## config.mk

```make
export PLATFORM = sky130hd
export DESIGN_NAME = or1k_wb_mem_arbiter
export DESIGN_NICKNAME = d
export VERILOG_FILES = /design/src/rtl/or1k_wb_mem_arbiter.sv
export SDC_FILE = /design/constraint.sdc
export NUM_CORES = 1
export LEC_CHECK = 0
export ABC_AREA = 1
export CAP_MARGIN = 20
export CORE_AREA = 2 2 305 307
export DETAILED_ROUTE_END_ITERATION = 6
export DIE_AREA = 0 0 307 309
export PLACE_DENSITY = 0.31
export RECOVER_POWER = 50
export SYNTH_ARGS = -nofsm -noshare
export SYNTH_HDL_FRONTEND = slang
export SYNTH_SLANG_ARGS = --single-unit
```

## constraint.sdc

```tcl
create_clock -name wb_clk_i -period 4.84 [get_ports wb_clk_i]
set_input_delay 0.968 -clock wb_clk_i [delete_from_list [all_inputs] [get_ports wb_clk_i]]
set_output_delay 0.968 -clock wb_clk_i [all_outputs]
set_load 0.05 [all_outputs]
```

## src/rtl/or1k_wb_mem_arbiter.sv

```systemverilog
// Round-robin Wishbone B3 arbiter sharing one memory slave among NUM_MASTERS masters.
// Define OR1K_WB_ARB_WATCHDOG_EN to abort cycles the slave never answers within TIMEOUT cycles.
module or1k_wb_mem_arbiter #(
  parameter int NUM_MASTERS = 8,
  parameter int AW          = 32,
  parameter int DW          = 32,
  parameter int TIMEOUT     = 1024,
  localparam int SW         = DW / 8
) (
  input  logic                      wb_clk_i,
  input  logic                      wb_rst_ni,
  input  logic [NUM_MASTERS*AW-1:0] m_adr_i,
  input  logic [NUM_MASTERS*DW-1:0] m_dat_i,
  input  logic [NUM_MASTERS*SW-1:0] m_sel_i,
  input  logic [NUM_MASTERS-1:0]    m_we_i,
  input  logic [NUM_MASTERS-1:0]    m_cyc_i,
  input  logic [NUM_MASTERS-1:0]    m_stb_i,
  input  logic [NUM_MASTERS*3-1:0]  m_cti_i,
  input  logic [NUM_MASTERS*2-1:0]  m_bte_i,
  output logic [DW-1:0]             m_dat_o,
  output logic [NUM_MASTERS-1:0]    m_ack_o,
  output logic [NUM_MASTERS-1:0]    m_err_o,
  output logic [NUM_MASTERS-1:0]    m_rty_o,
  output logic [AW-1:0]             s_adr_o,
  output logic [DW-1:0]             s_dat_o,
  output logic [SW-1:0]             s_sel_o,
  output logic                      s_we_o,
  output logic                      s_cyc_o,
  output logic                      s_stb_o,
  output logic [2:0]                s_cti_o,
  output logic [1:0]                s_bte_o,
  input  logic [DW-1:0]             s_dat_i,
  input  logic                      s_ack_i,
  input  logic                      s_err_i,
  input  logic                      s_rty_i,
  output logic [NUM_MASTERS-1:0]    grant_o,
  output logic                      busy_o
);

  localparam int IW = (NUM_MASTERS > 1) ? $clog2(NUM_MASTERS) : 1;

  localparam logic [1:0] IDLE  = 2'd0;
  localparam logic [1:0] GRANT = 2'd1;
`ifdef OR1K_WB_ARB_WATCHDOG_EN
  localparam logic [1:0] ABORT = 2'd2;
  localparam int CW = $clog2(TIMEOUT + 1);
`endif

  if (NUM_MASTERS < 2 || TIMEOUT < 2) begin : g_bad_cfg
    $error("or1k_wb_mem_arbiter: NUM_MASTERS and TIMEOUT must both be >= 2");
  end

  logic [1:0]             state_q, state_d;
  logic [NUM_MASTERS-1:0] grant_q, grant_d;
  logic [IW-1:0]          gidx_q, gidx_d;
  logic [IW-1:0]          last_q, last_d;
  logic [IW-1:0]          pick_idle, pick_hand, sel_idx;
  logic                   in_grant;

  // First requester above 'last', wrapping; descending scan lets the nearest one win.
  function automatic logic [IW-1:0] rr_pick(input logic [NUM_MASTERS-1:0] req,
                                            input logic [IW-1:0] last);
    logic [IW-1:0] idx;
    rr_pick = last;
    for (int i = NUM_MASTERS; i >= 1; i--) begin
      idx = IW'((int'(last) + i) % NUM_MASTERS);
      if (req[idx]) rr_pick = idx;
    end
  endfunction

  assign pick_idle = rr_pick(m_cyc_i, last_q);
  assign pick_hand = rr_pick(m_cyc_i, gidx_q);
  assign in_grant  = (state_q == GRANT);
  assign sel_idx   = in_grant ? gidx_q : '0;

  assign s_adr_o = m_adr_i[sel_idx*AW +: AW];
  assign s_dat_o = m_dat_i[sel_idx*DW +: DW];
  assign s_sel_o = m_sel_i[sel_idx*SW +: SW];
  assign s_cti_o = m_cti_i[sel_idx*3 +: 3];
  assign s_bte_o = m_bte_i[sel_idx*2 +: 2];
  assign s_cyc_o = in_grant & m_cyc_i[gidx_q];
  assign s_stb_o = in_grant & m_stb_i[gidx_q];
  assign s_we_o  = in_grant & m_we_i[gidx_q];

  assign m_dat_o = s_dat_i;
  assign m_ack_o = grant_q & {NUM_MASTERS{in_grant & s_ack_i}};
  assign m_rty_o = grant_q & {NUM_MASTERS{in_grant & s_rty_i}};
`ifdef OR1K_WB_ARB_WATCHDOG_EN
  assign m_err_o = grant_q & {NUM_MASTERS{(in_grant & s_err_i) | (state_q == ABORT)}};
`else
  assign m_err_o = grant_q & {NUM_MASTERS{in_grant & s_err_i}};
`endif

  assign grant_o = grant_q;
  assign busy_o  = |grant_q;

`ifdef OR1K_WB_ARB_WATCHDOG_EN
  logic [CW-1:0] cnt_q, cnt_d;
  logic          stalled;

  assign stalled = s_stb_o & ~(s_ack_i | s_err_i | s_rty_i);
  assign cnt_d   = (in_grant && m_cyc_i[gidx_q] && stalled) ? cnt_q + 1'b1 : '0;

  always_ff @(posedge wb_clk_i or negedge wb_rst_ni) begin
    if (!wb_rst_ni) cnt_q <= '0;
    else            cnt_q <= cnt_d;
  end
`endif

  always_comb begin
    // NOTE: every next-state signal gets a default first so no path can infer a latch.
    state_d = state_q;
    grant_d = grant_q;
    gidx_d  = gidx_q;
    last_d  = last_q;
    case (state_q)
      IDLE: begin
        if (|m_cyc_i) begin
          state_d            = GRANT;
          gidx_d             = pick_idle;
          grant_d            = '0;
          grant_d[pick_idle] = 1'b1;
        end
      end
      GRANT: begin
        if (!m_cyc_i[gidx_q]) begin
          last_d = gidx_q;
          if (|m_cyc_i) begin
            gidx_d             = pick_hand;
            grant_d            = '0;
            grant_d[pick_hand] = 1'b1;
          end else begin
            state_d = IDLE;
            grant_d = '0;
          end
        end
`ifdef OR1K_WB_ARB_WATCHDOG_EN
        else if (cnt_d == CW'(TIMEOUT)) begin
          state_d = ABORT;
        end
`endif
      end
`ifdef OR1K_WB_ARB_WATCHDOG_EN
      ABORT: begin
        state_d = IDLE;
        grant_d = '0;
        last_d  = gidx_q;
      end
`endif
      default: begin
        state_d = IDLE;
        grant_d = '0;
      end
    endcase
  end

  // NOTE: state registers use non-blocking assignments so every flop samples pre-edge values.
  always_ff @(posedge wb_clk_i or negedge wb_rst_ni) begin
    if (!wb_rst_ni) begin
      state_q <= IDLE;
      grant_q <= '0;
      gidx_q  <= '0;
      last_q  <= IW'(NUM_MASTERS - 1);
    end else begin
      state_q <= state_d;
      grant_q <= grant_d;
      gidx_q  <= gidx_d;
      last_q  <= last_d;
    end
  end

endmodule
```

==> flow_metrics.py <==
metrics = {
    "run_status": {
        "result_of_the_run": "complete, no violations",
    },
    "die": {
        "floorplan.core_area_um2": 91390,
        "pin_count": 786,
        "floorplan.initialDensity_pct": 8.175,
        "rows": 111,
        "area_of_the_die_um2": 94860,
        "chipHeight_um": 309,
        "die_width_um": 307,
    },
    "clock_network": {
        "cts_root_buffer": "clkbuf_16",
        "clk_pin_slew_worst_paths_ns": 0.05,
        "cts_sinks": 15,
        "clock_tree.buffer_depth": 2,
        "holdBufCountCts": 0,
        "numCtsBuffers": 3,
        "cts_tree": "done",
        "post_cts_setup_repair_buffer_count": 0,
        "cts.repair.resized": 0,
        "clock_latency_ns": 0.25,
        "cts_max_level": 1,
    },
    "yosys": {
        "synth_top_family_by_area": "simple AND/OR/NAND/NOR gates",
        "synth.net_count": 2114,
        "yosys.area_share.xor_xnor_pct": 0.3350,
        "synth_compound_area_share_pct": 27.27,
        "synthesized_instance_count": 1463,
        "seq_area_frac_synth_pct": 5.075,
        "synth_top_cells_by_count": "nand2_1 (454), nor2_1 (198), nand3_1 (130)",
        "postSynth.topFlopCell": "dfrtp_1",
        "synth_top_cells_by_area": "nand2_1 (23%), nor2_1 (9.9%), nand3_1 (8.7%), o221ai_1 (8.6%), nand3b_1 (7.3%)",
        "synth_top_area_share_pct": 22.81,
        "adder_cell_share_of_the_synthesized_area_pct": 1.005,
        "yosys.area.top_type": "nand2_1",
        "synthArstFlopShare_pct": 100.0,
        "yosysMostFrequentCell": "nand2_1",
        "yosys_register_bits": 15,
        "ys_types": 33,
        "synthesis.yosys.warnings": 0,
        "synth.area.mux_share_pct": 0,
        "synth_enable_flop_cells": 0,
        "post_synth_and_or_nand_nor_area_fraction_pct": 52.89,
        "synth.cell_area_um2": 7471,
        "syn_area_cell_um2": 5.107,
    },
    "routing": {
        "vias": 12571,
        "drt_pass1_iterations": 5,
        "post_drt_via_cell_ratio": 3.870,
        "detail_route.wl_per_cell_um": 22.48,
        "drt_first_iter_violations": 660,
        "ant_nets": 0,
        "final_routed_wirelength_across_all_metal_layers_um": 73010,
        "drc_errors": 0,
    },
    "global_route": {
        "grt.total_usage_pct": 14.57,
        "grt_overflow": 0,
        "initial_antenna_violation_count": 18,
        "grt_pass1_vias": 13247,
        "grt_first_pass_wirelength_um": 99590,
        "grt_start_max_net_pins": 98,
    },
    "setup_path": {
        "setup.worst_path.class": "register to output port",
        "arrival_ns": 3.19,
        "path_max_fanout": 43,
        "timing.reg2reg.setup_slack_ns": 1.37,
        "ff2ff_path_depth": 20,
        "worst_path_most_repeated_cell": "buf_4",
        "critical_path_max_stage_delay_ns": 0.61,
        "crit_path_cell_trace": "buf_4 > nand2_4 > buf_12 > buf_4 > o221ai_1 > a31oi_1 > buf_4 > buf_12",
        "critPathSlowestCell": "a31oi_1",
        "worst-endpoint-required_ns": 3.87,
        "endpoint_kind": "output port",
        "reg2reg_from": "gidx_q[0]$_DFFE_PN0P_",
        "r2r_end": "grant_o[3]$_DFFE_PN0P_",
        "cp-start-kind": "register",
    },
    "layout": {
        "num-fill-cells": 10513,
        "multi_input_area_um2": 6072,
        "areaGrowthSynthToFinish_pct": 116.4,
        "final_core_util_pct": 17.69,
        "post_route_cells_drive_above_1_share_pct": 6.605,
        "final_net_count": 2711,
        "regArea_um2": 382.9,
        "final_instance_count_excl_fillers": 3248,
    },
    "power_and_ir_drop": {
        "tot_pwr_mw": 13.29,
        "vdd_drop_max_mv": 0.3541,
        "power_spent_charging_and_discharging_nets_mw": 8.658,
        "share_clk_of_total_power_pct": 1.2,
        "comb_power_share_pct": 96.5,
        "switching_share_pct": 65.17,
        "sequentialPowerShare_pct": 2.2,
        "cell_internal_pwr_mw": 4.627,
        "pwrdens_nw_per_um2": 821.6,
        "power.static_leakage_nw": 6.309,
    },
    "placed_design": {
        "placed_cells_incl_taps": 3241,
        "port_buffers": 721,
        "finalWeightedCongestion": 0.9011,
        "hpwlAfterDp_um": 62000,
    },
    "worst_hold_path": {
        "min_delay_path_depth": 2,
        "worst_hold_path.endpoint": "grant_o[3]$_DFFE_PN0P_",
        "timing.hold.worst.class": "register to register",
        "hold_path.startpoint": "grant_o[3]$_DFFE_PN0P_",
    },
    "timing": {
        "drv_slew": 0,
        "slew_headroom_pct": 28.94,
        "hold_viol": 0,
        "timing_worst_slew_pin_value_ns": 1.066,
        "finalWorstPathRequiredPeriod_ns": 4.153,
        "report.final.setup_viol": 0,
        "clock.fmax_mhz": 240.8,
        "final.period_utilization_pct": 85.81,
        "timing.hold.ws_ns": 0.5176,
        "tns_ns": 0,
        "clock-skew-final_ns": 0.002396,
        "rsz_0062_raised_after_global_routing": "false",
    },
    "run": {
        "max-cap-violations": 0,
    },
}
-- power groups by stage --
| stage | Combinational (mW) | Sequential, mW | Clock [mW] |
|---|---|---|---|
| 2_1_floorplan | 7.50 | 0.276 | 0 |
| 3_3_place_gp | 13.2 | 0.303 | 0 |
| 3_5_place_dp | 13.2 | 0.304 | 0 |
| 4_1_cts | 13.2 | 0.301 | 0.170 |
| 5_1_grt | 13.9 | 0.308 | 0.173 |
| 6_report | 12.8 | 0.298 | 0.163 |
-- metrics by stage --
stage / instance area [um^2] / setup WS (ns)
3_3_place_gp: 16120 / 0.7311
5_1_grt: 16170 / 0.5271
2_1_floorplan: 7471 / 1.577
3_5_place_dp: 16120 / 0.7647
6_report: 16170 / 0.6869
4_1_cts: 16200 / 0.5200
-- how the worst max path moves through the flow --
stage               cells after the start     endpoint                    from
CTS                                     7  s_dat_o[23]   gidx_q[2]$_DFFE_PN0P_
global route                            7  s_dat_o[28]   gidx_q[0]$_DFFE_PN0P_
floorplan                               6   s_adr_o[0]   gidx_q[0]$_DFFE_PN0P_
detailed placement                      8      s_cyc_o              m_cyc_i[5]
global placement                        8      s_cyc_o              m_cyc_i[5]
finish                                  8  s_dat_o[23]  state_q[0]$_DFFE_PN0P_
-- layout make-up --
type                       instances  share of cell area [%]
antenna                            3                 0.04643
tap                             1186                   9.177
timing repair buffer             749                   48.92
clock buffer                       4                  0.4875
multi-input combinational       1231                   37.55
sequential                        15                   2.368
inverter                          60                   1.455
-- layout by cell type (no fill, tap or decap) --
cell type          n
a21boi_0           1
a21oi_1           89
a21oi_4            1
a31oi_1           73
a41oi_1            2
buf_12            50
buf_4             33
clkbuf_1           1
clkbuf_16          3
clkbuf_2           1
clkdlybuf4s50_1  641
clkinv_1           2
dfrtp_1           11
dfrtp_4            1
dfstp_2            3
diode_2            3
dlygate4sd3_1     24
ha_1               6
inv_1             46
inv_2             10
inv_6              2
nand2_1          454
nand2_2           17
nand2_4            2
nand3_1          131
nand3_2           10
nand3b_1          73
nand4_1            1
nand4_2            1
nor2_1           200
nor2_4             2
nor3_1             1
nor4_1             2
o21ai_0           90
o221ai_1          73
xor2_1             2
-- routing by layer --
layer  track usage (%)  vias up  wire [um]
met2             27.99      563      37800
met5                 0        -         87
met1             15.81     5791      27790
met4             1.112       14        481
li1                  -     6164          -
met3             5.132       39       6855
-- cells by family (layout without fill, tap and decap cells) --
kind of cell	after synthesis	count (layout)
AOI/OAI and AO/OA	329	329
xor gates and xnor gates	2	2
adders and majority gates	6	6
buffers and inverters	217	813
DFF	15	15
other	0	3
and+or+nand+nor	894	894
-- worst max-delay path: cells and delay by family (launching register included) --
family          cells  cell delay, ns
flops               1            0.40
buf+inv             5            1.21
simple gates        1            0.41
compound gates      2            0.80
-- sequential cells by signal (all words and copies together), names as in the netlist --
signal,count
grant_o,8
gidx_q,3
state_q,1
last_q,3
No activity file was read; power rests on OpenSTA's default activity.
